### src/rtl/timer_pkg.sv
// rtl/timer_pkg.sv - Shared types, register offsets and CTRL bit layout for timer_dev.
package timer_pkg;

  typedef enum logic [1:0] {
    IDLE = 2'd0,
    LOAD = 2'd1,
    CNT  = 2'd2,
    INT  = 2'd3
  } type_TIMER_STATE;

  localparam logic [1:0] TMR_CTRL   = 2'd0;
  localparam logic [1:0] TMR_PRESET = 2'd1;
  localparam logic [1:0] TMR_COUNT  = 2'd2;

  localparam int CTRL_EN      = 0;
  localparam int CTRL_MODE_LO = 1;
  localparam int CTRL_MODE_HI = 2;
  localparam int CTRL_IM      = 3;

  typedef struct packed {
    logic       im;
    logic [1:0] mode;
    logic       en;
  } type_TIMER_CTRL;

  // Only MODE=01 reloads; both 1x encodings behave as one-shot.
  function automatic logic is_autoreload(input logic [1:0] mode);
    return (mode == 2'b01);
  endfunction

endpackage

### src/rtl/timer_dev_if.sv
// rtl/timer_dev_if.sv - Data-memory bus slice seen by the timer, with irq back to CP0.
interface timer_dev_if;

  logic        sel;
  logic        we;
  logic [1:0]  addr;
  logic [31:0] din;
  logic [31:0] dout;
  logic        irq;

  modport master (
    output sel, we, addr, din,
    input  dout, irq
  );

  modport slave (
    input  sel, we, addr, din,
    output dout, irq
  );

endinterface

### src/rtl/timer_prescaler.sv
// rtl/timer_prescaler.sv - Divides clk into one count tick per PRESCALE cycles.
module timer_prescaler #(
  parameter int PRESCALE = 16
) (
  input  logic clk,
  input  logic rst_n,
  input  logic clr,
  output logic tick
);

  localparam int            PW   = (PRESCALE > 1) ? $clog2(PRESCALE) : 1;
  localparam logic [PW-1:0] LAST = PW'(PRESCALE - 1);

  logic [PW-1:0] r_cnt;

  always_ff @(posedge clk or negedge rst_n) begin
    if (!rst_n) begin
      r_cnt <= '0;
    end else if (clr || (r_cnt == LAST)) begin
      r_cnt <= '0;
    end else begin
      r_cnt <= r_cnt + PW'(1);
    end
  end

  assign tick = (r_cnt == LAST);

endmodule

### src/rtl/timer_dev.sv
// rtl/timer_dev.sv - Programmable down-counter on the DM bus driving CP0 HWInt[2].
// Defining TIMER_PRESCALE_EN slows counting to one tick per PRESCALE cycles.
module timer_dev
  import timer_pkg::*;
#(
  parameter int CNT_W    = 32,
  parameter int PRESCALE = 16
) (
  input  logic       clk,
  input  logic       rst_n,
  timer_dev_if.slave bus
);

  type_TIMER_CTRL   r_ctrl;
  logic [CNT_W-1:0] r_preset;
  logic [CNT_W-1:0] r_count;
  logic             r_irq_pend;
  type_TIMER_STATE  r_state;

  type_TIMER_STATE  w_state_nxt;
  logic [CNT_W-1:0] w_count_nxt;
  logic             w_pend_set;
  logic             w_pend_clr;
  logic             w_en_clr;
  logic             w_tick;
  logic             w_wr_ctrl;
  logic             w_wr_preset;
  logic [31:0]      w_dout;

  assign w_wr_ctrl   = bus.sel && bus.we && (bus.addr == TMR_CTRL);
  assign w_wr_preset = bus.sel && bus.we && (bus.addr == TMR_PRESET);

`ifdef TIMER_PRESCALE_EN
  logic w_pre_clr;

  assign w_pre_clr = (r_state == LOAD) || !r_ctrl.en;

  timer_prescaler #(
    .PRESCALE (PRESCALE)
  ) u_prescaler (
    .clk   (clk),
    .rst_n (rst_n),
    .clr   (w_pre_clr),
    .tick  (w_tick)
  );
`else
  // Without the prescaler every cycle is a tick for any legal PRESCALE (>=1).
  assign w_tick = (PRESCALE >= 1);
`endif

  always_ff @(posedge clk or negedge rst_n) begin
    if (!rst_n) begin
      r_state <= IDLE;
    end else begin
      r_state <= w_state_nxt;
    end
  end

  always_comb begin
    w_state_nxt = r_state;
    w_count_nxt = r_count;
    w_pend_set  = 1'b0;
    w_pend_clr  = 1'b0;
    w_en_clr    = 1'b0;
    case (r_state)
      IDLE: begin
        if (r_ctrl.en) begin
          w_state_nxt = LOAD;
        end
      end
      LOAD: begin
        w_count_nxt = r_preset;
        w_state_nxt = CNT;
      end
      CNT: begin
        if (!r_ctrl.en) begin
          w_state_nxt = IDLE;
        end else if (w_tick) begin
          // PRESET=0 expires on the first tick just like PRESET=1; no wrap below zero.
          if (r_count <= CNT_W'(1)) begin
            w_count_nxt = '0;
            w_pend_set  = 1'b1;
            w_state_nxt = INT;
          end else begin
            w_count_nxt = r_count - CNT_W'(1);
          end
        end
      end
      INT: begin
        if (is_autoreload(r_ctrl.mode)) begin
          w_pend_clr  = 1'b1;
          w_state_nxt = LOAD;
        end else begin
          w_en_clr    = 1'b1;
          w_state_nxt = IDLE;
        end
      end
      default: begin
        w_state_nxt = IDLE;
      end
    endcase
  end

  always_ff @(posedge clk or negedge rst_n) begin
    if (!rst_n) begin
      r_count <= '0;
    end else begin
      r_count <= w_count_nxt;
    end
  end

  // Software writes take priority over the FSM's own EN clear and irq_pend updates.
  always_ff @(posedge clk or negedge rst_n) begin
    if (!rst_n) begin
      r_ctrl <= '0;
    end else if (w_wr_ctrl) begin
      r_ctrl <= type_TIMER_CTRL'(bus.din[CTRL_IM:CTRL_EN]);
    end else if (w_en_clr) begin
      r_ctrl.en <= 1'b0;
    end
  end

  always_ff @(posedge clk or negedge rst_n) begin
    if (!rst_n) begin
      r_preset <= '0;
    end else if (w_wr_preset) begin
      r_preset <= bus.din[CNT_W-1:0];
    end
  end

  always_ff @(posedge clk or negedge rst_n) begin
    if (!rst_n) begin
      r_irq_pend <= 1'b0;
    end else if (w_wr_ctrl || w_wr_preset) begin
      r_irq_pend <= 1'b0;
    end else if (w_pend_set) begin
      r_irq_pend <= 1'b1;
    end else if (w_pend_clr) begin
      r_irq_pend <= 1'b0;
    end
  end

  always_comb begin
    w_dout = '0;
    case (bus.addr)
      TMR_CTRL:   w_dout[CTRL_IM:CTRL_EN] = r_ctrl;
      TMR_PRESET: w_dout[CNT_W-1:0]       = r_preset;
      TMR_COUNT:  w_dout[CNT_W-1:0]       = r_count;
      default:    w_dout                  = '0;
    endcase
  end

  assign bus.dout = w_dout;
  assign bus.irq  = r_irq_pend && r_ctrl.im;

endmodule
### src/flat_wrapper.sv
// flat-port wrapper written by rule: the top's interface ports become plain ports
module timer_dev_flat import timer_pkg::*;
#(
  parameter int CNT_W    = 32,
  parameter int PRESCALE = 16
)
  (clk, rst_n, bus_sel, bus_we, bus_addr, bus_din, bus_dout, bus_irq);
  timer_dev_if bus_i ();
  input  logic clk;
  input  logic rst_n;
  input wire logic [$bits(bus_i.sel)-1:0] bus_sel;
  input wire logic [$bits(bus_i.we)-1:0] bus_we;
  input wire logic [$bits(bus_i.addr)-1:0] bus_addr;
  input wire logic [$bits(bus_i.din)-1:0] bus_din;
  output wire logic [$bits(bus_i.dout)-1:0] bus_dout;
  output wire logic [$bits(bus_i.irq)-1:0] bus_irq;
  assign bus_i.sel = bus_sel;
  assign bus_i.we = bus_we;
  assign bus_i.addr = bus_addr;
  assign bus_i.din = bus_din;
  assign bus_dout = bus_i.dout;
  assign bus_irq = bus_i.irq;
  timer_dev #(.CNT_W(CNT_W), .PRESCALE(PRESCALE)) u_core (.clk(clk), .rst_n(rst_n), .bus(bus_i));
endmodule
### config.mk
export PLATFORM = sky130hd
export DESIGN_NAME = timer_dev_flat
export DESIGN_NICKNAME = d
export VERILOG_FILES = /design/src/rtl/timer_pkg.sv /design/src/rtl/timer_dev_if.sv /design/src/rtl/timer_prescaler.sv /design/src/rtl/timer_dev.sv /design/src/flat_wrapper.sv
export SDC_FILE = /design/constraint.sdc
export NUM_CORES = 1
export LEC_CHECK = 0
export CAP_MARGIN = 20
export CORE_MARGIN = 4
export CORE_UTILIZATION = 45
export DETAILED_ROUTE_END_ITERATION = 7
export HOLD_SLACK_MARGIN = 0.03
export PLACE_DENSITY_LB_ADDON = 0.12
export SLEW_MARGIN = 5
export SYNTH_ARGS = -nofsm -noshare
export SYNTH_HDL_FRONTEND = slang
export SYNTH_SLANG_ARGS = --single-unit
### constraint.sdc
create_clock -name clk -period 2.3 [get_ports clk]
set_input_delay 0.575 -clock clk [delete_from_list [all_inputs] [get_ports clk]]
set_output_delay 0.575 -clock clk [all_outputs]
set_load 0.02 [all_outputs]
==> impl_metrics.ini <==
[power]
switchingPower_mw = 2.40
power_mw = 5.91
comb_power_share_pct = 49.3
ir_drop_v = 0.000392
swShare_pct = 40.6
p_leak_nw = 2.38
internal-power_mw = 3.51
power-per-cell-area_mw_per_mm2 = 1060
pwr-share-clk_pct = 15.7
seqPwrFrac_pct = 35.0

[global_route]
gr-total-overflow = 0
grt_util_all_layers_pct = 22.0
grt_pass1_wl_um = 19800
grt_max_degree = 72
antenna_found_initial = 0
grt_pass1_vias = 3885

[yosys]
synthArstFlopShare_pct = 100
synth_flop_cell = dfrtp_1
synth_seq_area_share_pct = 42.1
synth-edff-count = 0
ys_ff_latch = 71
yosys_warnings = 0
syn-num-nets = 460
syn_inst = 416
syn_area_mm2 = 0.00422
avgSynthCellArea_um2 = 10.1
synth.distinct_cells = 64

[finish]
finalInstanceArea_mm2 = 0.00558
multi_input_area_mm2 = 0.00234
diodes = 0
area_growth_pct = 32.3
fin_cells = 650
fillers = 808
nets = 581
regArea_mm2 = 0.00178
drive_above_1_share_pct = 33.2

[placement]
numPortBuffers = 70
post-dp-hpwl_um = 8550
place_ws_ps = -772
gp_congestion = 0.901
place_area_mm2 = 0.00545
dp_cells = 633

[sta]
hold_viol_final = 0
fmaxAchievable_ghz = 0.444
period_share_pct = 97.9
finalSetupViolCount = 0
rsz0062_at_grt = true
worst_pin_slew_ps = 687
tns_ps = 0
slew_viol_final = 0
min_period_ps = 2250
finalWorstSetupSlack_ps = 47.9
relSlewSlack_pct = 54.1
finalClockSkew_ps = 7.83

[critical_path]
arrival_ps = 2480
slowest_stage = or4_4
r2r-start = u_core.r_count[22]
cpPeakStageDelay_ps = 560
crit_start = u_core.r_count[22]
start_kind = register
crit_path_cell_trace = or4_4 > nor4_4 > a31oi_4 > o221a_1 > a221o_1
cp.required_ps = 2530
crit_type = register to register
worst-path-buf-inv = 0
endpoint_kind = register
path_max_fanout = 8
cp_top_family = simple AND/OR/NAND/NOR gates

[floorplan]
ios = 71
initial_utilization_pct = 45.9
die_w_um = 105
die-area_mm2 = 0.0110
core_mm2 = 0.00920
rows = 35
die_h_um = 105

[clock_tree]
clk_pin_slew_ps = 80
cts_made_buffers = 9
clock_latency_ps = 350
clockBufferDepth = 2
clkSinkCount = 71
cts_max_level = 3
clockRootBuffer = clkbuf_8
cts_tree = done

[status]
status = complete, no violations

[flow_run]
drv_cap = 0

[drt]
final_antenna_net_count = 0
drt-vias-per-instance = 6.09
drc_errors = 0
drt_iter0_markers = 230
wl_per_cell_um = 18.6
routed_wl_um = 12100
drt-pass1-iter-count = 5
vias = 3957

[hold_path]
hold_class = input pin to async pin
-- logic make-up after synthesis --
| family | count (synthesis) | synth area share, % |
|---|---|---|
| compound gates | 113 | 20.4 |
| fa+ha+maj | 6 | 1.78 |
| buf+inv | 39 | 3.89 |
| flops | 71 | 42.1 |
| mux | 35 | 9.31 |
| simple gates | 152 | 22.5 |
-- final cells by class --
type / instances / area share [%]
multi-input cells: 306 / 41.9
flip-flops and latches: 71 / 31.8
well taps: 111 / 2.49
inverters: 12 / 0.807
clock inverters: 1 / 0.0897
clock buffers: 12 / 2.96
repair buffers: 137 / 20.0
-- worst paths after layout --
check / end / cells past startpoint / slack [ps]
max reg2reg: u_core.r_count[27] / 5 / 50
min reg2reg: u_core.r_count[28] / 2 / 530
min: u_core.r_preset[11] / 2 / 240
max in group asynchronous: u_core.r_preset[26] / 2 / 1730
min in group clk: u_core.r_count[28] / 2 / 530
max: u_core.r_count[27] / 5 / 50
-- power by group through the flow --
stage	Sequential, mW	Clock, mW	Combinational, mW
floorplan	2.05	0	1.74
global placement	2.07	0	2.83
detailed placement	2.08	0	2.88
CTS	2.06	0.939	2.86
global route	2.13	0.994	3.16
finish	2.07	0.927	2.91
-- registers in the layout (all words and copies together), names as in the netlist --
signal,count
u_core.r_count,32
u_core.r_preset,32
u_core.r_ctrl,4
u_core.r_state,2
u_core.r_irq_pend,1
-- cells in the mapped netlist, drive strengths merged (4+ instances only) --
cell | instances | area [um^2]
o221a | 5 | 56.3
nor2 | 17 | 66.3
clkbuf | 20 | 75.1
dfrtp | 71 | 1780
nand2 | 23 | 86.3
nor4 | 7 | 104
a22oi | 39 | 293
inv | 11 | 41.3
nand3b | 4 | 30.0
mux2 | 34 | 383
or4 | 7 | 67.6
buf | 7 | 43.8
ha | 6 | 75.1
nor3 | 10 | 66.3
a222oi | 4 | 40.0
a221o | 7 | 70.1
nand4 | 4 | 25.0
nor2b | 32 | 200
o211ai | 8 | 60.1
a21oi | 12 | 60.1
o21ai | 12 | 60.1
nand3 | 25 | 130
-- stage by stage --
| stage | utilization (%) | hold WS (ps) |
|---|---|---|
| after floorplan | - | 279 |
| after global placement | 59.3 | 511 |
| after detailed placement | 59.3 | 516 |
| after CTS | 60.5 | 261 |
| after global routing | 60.7 | 268 |
| final | 60.7 | 243 |
-- routing by layer --
metal	up-vias	track usage (%)	share of wire [%]
met1	1955	31.0	47
met5	-	0	0
met4	0	8.62	2.5
met3	27	3.21	5.4
met2	145	34.1	45
li1	1830	-	-
-- layout by cell type, fill, tap and decap left out, drive strengths merged, types with 11 or more instances in the layout --
cell type and n:
clkdlybuf4s50 35, dfrtp 71, nor2b 32, inv 11, nand2 23, a21oi 12, nand3 25, clkbuf 12
mux2 34, buf 100, o21ai 12, a22oi 39, nor2 17
-- repair_timing --
| action | 4_1_cts | 5_1_grt |
|---|---|---|
| setup endpoints to repair | 32 | 30 |
| gates resized for setup | 145 | 11 |
| cloned | 1 | 0 |
| buffers inserted | 0 | 3 |
| hold buffers | 0 | 0 |
| pin swaps | 2 | 8 |
No activity file was read; power rests on OpenSTA's default activity.
